[src/rtl/pri_enc8_irq.sv]
// 8-line rising-edge interrupt priority encoder with pending register,
// per-line mask and a present/ack/gap handshake (bit 0 highest priority).
module pri_enc8_irq (
  input  logic       sys_clk,
  input  logic       resetl,
  input  logic [7:0] req,
  input  logic [7:0] mask,
  input  logic       ack,
  output logic [2:0] code,
  output logic       valid,
  output logic       irq_n,
  output logic [7:0] pending
);

  typedef enum logic [1:0] {IDLE, HOLD, GAP} state_e;

  state_e     state_q, state_d;
  logic [7:0] req_q;
  logic [7:0] pend_q, pend_d;
  logic [2:0] code_q, code_d;
  logic       valid_q, valid_d;
  logic       irq_n_q;

  logic [7:0] rise, elig, clr;
  logic [2:0] sel;

  assign rise = req & ~req_q;
  assign elig = pend_q & mask;

  // Scan from the top down so the lowest set index is the one left in sel.
  always_comb begin
    sel = 3'd0;
    for (int i = 7; i >= 0; i--) begin
      if (elig[i]) sel = 3'(i);
    end
  end

  always_comb begin
    state_d = state_q;
    code_d  = code_q;
    valid_d = valid_q;
    clr     = 8'h00;
    case (state_q)
      IDLE: begin
        if (|elig) begin
          code_d  = sel;
          valid_d = 1'b1;
          state_d = HOLD;
        end
      end
      HOLD: begin
        if (ack) begin
          clr     = 8'h01 << code_q;
          valid_d = 1'b0;
          state_d = GAP;
        end
      end
      GAP: begin
        state_d = IDLE;
      end
      default: begin
        valid_d = 1'b0;
        state_d = IDLE;
      end
    endcase
    // A new edge wins over the ack clearing the same bit.
    pend_d = (pend_q & ~clr) | rise;
  end

  always_ff @(posedge sys_clk) begin
    if (!resetl) begin
      state_q <= IDLE;
      req_q   <= req;
      pend_q  <= 8'h00;
      code_q  <= 3'd0;
      valid_q <= 1'b0;
      irq_n_q <= 1'b1;
    end else begin
      state_q <= state_d;
      req_q   <= req;
      pend_q  <= pend_d;
      code_q  <= code_d;
      valid_q <= valid_d;
      irq_n_q <= ~valid_d;
    end
  end

  assign code    = code_q;
  assign valid   = valid_q;
  assign irq_n   = irq_n_q;
  assign pending = pend_q;

endmodule
[config.mk]
export PLATFORM = sky130hd
export DESIGN_NAME = pri_enc8_irq
export DESIGN_NICKNAME = d
export VERILOG_FILES = /design/src/rtl/pri_enc8_irq.sv
export SDC_FILE = /design/constraint.sdc
export NUM_CORES = 1
export LEC_CHECK = 0
export CAP_MARGIN = 10
export CELL_PAD_IN_SITES_DETAIL_PLACEMENT = 0
export CELL_PAD_IN_SITES_GLOBAL_PLACEMENT = 1
export CORE_MARGIN = 4
export CORE_UTILIZATION = 40
export CTS_BUF_LIST = sky130_fd_sc_hd__clkbuf_16
export DETAILED_ROUTE_END_ITERATION = 16
export DONT_BUFFER_PORTS = 1
export GPL_TIMING_DRIVEN = 0
export PLACE_DENSITY = 0.79
export RECOVER_POWER = 100
export SLEW_MARGIN = 20
export SYNTH_ARGS = -nofsm -noshare
export SYNTH_HDL_FRONTEND = slang
export SYNTH_SLANG_ARGS = --single-unit
[constraint.sdc]
create_clock -name sys_clk -period 1.5 [get_ports sys_clk]
set_clock_uncertainty 0.2 [all_clocks]
set_input_delay 0.15 -clock sys_clk [delete_from_list [all_inputs] [get_ports sys_clk]]
set_output_delay 0.15 -clock sys_clk [all_outputs]
set_load 0.01 [all_outputs]
==> impl_metrics.ini <==
[synth]
ys_warn_count = 0
synth_area_leaders = dfxtp_1 (50%), a21boi_1 (8.1%), nand2b_1 (7.4%), a22oi_2 (4.1%), o21ai_1 (3.8%)
synth-main-ff-cell = dfxtp_1
synth_top_area_cell = dfxtp_1
syn-num-nets = 109
async_flop_share_pct = 0
synth_edf_count = 0
ys_types = 22
yosysMostFrequentCell = dfxtp_1
ys_seq_area_share_pct = 49.73
syn_area_sq_um = 925.9
synth_top_area_share_pct = 49.73
syn_avg_cell_area_sq_um = 10.29
ys_seq_elements = 23
synth_cells = 90
synth_top_cells_by_count = dfxtp_1 (23), nand2b_1 (11), a21boi_1 (10)

[placed_design]
portBuffers = 0
postPlaceCellArea_sq_um = 960.9
place_congestion = 0.7301
dpl.hpwl_um = 1570

[global_routing]
grt_pass1_wl_um = 3436
grt_max_degree = 13
first_global_vias = 701
grt_overflow = 0
grtUsageTotal_pct = 14.00
antenna_found_initial = 0

[sta]
fin_crit_sh_pct = 92.08
relSlewSlack_pct = 74.37
tns_ps = 0
worst_pin_slew_ps = 384.0
hold_viol = 0
slew_violations = 0
setup_viol_count_final = 0
fmax_mhz = 724.0
hold-worst-slack_ps = 11.54
rsz0062_at_grt = no
min_period_ps = 1381

[power_and_ir_drop]
p_per_area_nw_per_um2 = 1286
p_leak_nw = 0.4403
peakVddDrop_v = 0.0007806

[route]
drc = 0
dr_total_vias = 712
antenna_left = 0
wirelength_um = 2095
wl_per_cell_um = 15.87
drt-pass1-iter-count = 4
highest_layer = met4
met1_length_um = 885
viasPerCell = 5.394
met2_length_um = 1005
drt_iter0_markers = 18
wl_met3_um = 186

[clock_network]
clk_pin_slew_ps = 60
cts_tree = done
clock_latency_ps = 250
cts-root-buf = clkbuf_16
cts_htree_levels = 1
max-clock-path-buffers = 2
cts.sinks = 23
cts_buffers = 3

[floorplan]
fp-row-count = 17
die_area_sq_um = 3148
initial_core_util_pct = 41.86
die_y_um = 56.11
ios = 32
die_w_um = 56.11
core_sq_um = 2212

[setup_path]
crit_fanout = 4
critical_path_required_ps = 1440
crit_path_end_kind = register
cp-start-kind = register
crit_arrival_ps = 1320
setup.worst_path.class = register to register

[layout]
drive_gt1_share_pct = 15.38
antennaDiodeCount = 0
area_growth_pct = 23.11
final_area_sq_um = 1140
fillers = 220
finalNetCount = 124

[run_status]
status = complete, no violations

[hold_path]
hold_path_class = primary input to register

[job]
drv_cap = 0
## flip-flops by register name, summed over array words and instances (netlist names)
signal / cells
irq_n: 1
valid: 1
pending: 8
state_q: 2
code: 3
req_q: 8
## critical path: stages, from the launching register on
cell	delay (ps)
dfxtp_1	390
a22oi_2	270
nand4_2	150
a41o_1	260
## report_power, final
part,total (W),internal [W],switching [W],leakage (nW)
registers,0.000735,0.000662,0.0000725,0.192
clock network,0.000554,0.000355,0.000199,0.0423
logic,0.000177,0.0000928,0.0000841,0.206
total,0.00147,0.00111,0.000356,0.440
## worst paths after layout
| check | startpoint | endpoint | slack [ps] | depth (start not counted) |
|---|---|---|---|---|
| setup / recovery | pending[1] | code[0] | 120 | 3 |
| hold / removal | mask[1] | code[0] | 10 | 3 |
| setup reg to reg | pending[1] | code[0] | 120 | 3 |
| hold reg to reg | req_q[4] | pending[4] | 290 | 2 |
## through the flow
step	utilization (%)	instances	worst slack, ps	total power, W
6_report	51.53	132	118.8	0.001466
5_1_grt	51.53	132	17.59	0.001538
4_1_cts	51.53	132	87.59	0.001483
3_5_place_dp	43.44	118	97.55	0.0009017
3_3_place_gp	43.44	118	105.0	0.0008945
2_1_floorplan	-	90	217.5	0.0008613
## placed cells by master, fill, tap and decap left out
cell type      instances
a21oi_1                6
o21ai_1                4
dlygate4sd3_1         10
a21boi_1               7
clkbuf_1               1
nand4_2                1
and2_1                 1
dfxtp_2                1
nand2b_1              11
o31ai_2                2
a22oi_2                3
inv_1                  1
o21ai_0                4
nor3b_2                2
nor2_1                 4
nand2_1                9
or2_4                  1
nand2_2                1
clkbuf_16              3
dfxtp_1               22
a21bo_1                1
a21boi_0               3
nand2b_2               1
a41o_1                 1
and3b_1                1
a32oi_1                2
a22oi_4                1
## metal layers
layer,vias to the layer above,track usage [%]
met2,26,22.70
met4,0,4.068
li1,352,-
met1,332,16.99
met3,2,5.568
met5,-,0
## layout make-up
type	count	area, sq um	share of cell area (%)
timing repair buffer	10	100.1	8.782
sequential	23	461.7	40.51
buffer	1	3.754	0.3293
clock inverter	1	3.754	0.3293
tap	28	35.03	3.074
clock buffer	3	75.07	6.586
multi-input combinational	66	460.4	40.40
## cell families after synthesis
group                  after synthesis  share of synthesized area, %
buffers and inverters                1                        0.4050
AO/OA/AOI/OAI                       34                         28.78
AND/OR/NAND/NOR                     32                         21.08
flip-flops                          23                         49.73
## timing repair
| item | 4_1_cts | 5_1_grt |
|---|---|---|
| hold endpoints to repair | 22 | 0 |
| endpoints found under the setup margin | 0 | 1 |
| resized for setup | 0 | 1 |
| setup buffers | 0 | 0 |
| hold buffers | 10 | 0 |
(Power assumes the default switching activity.)
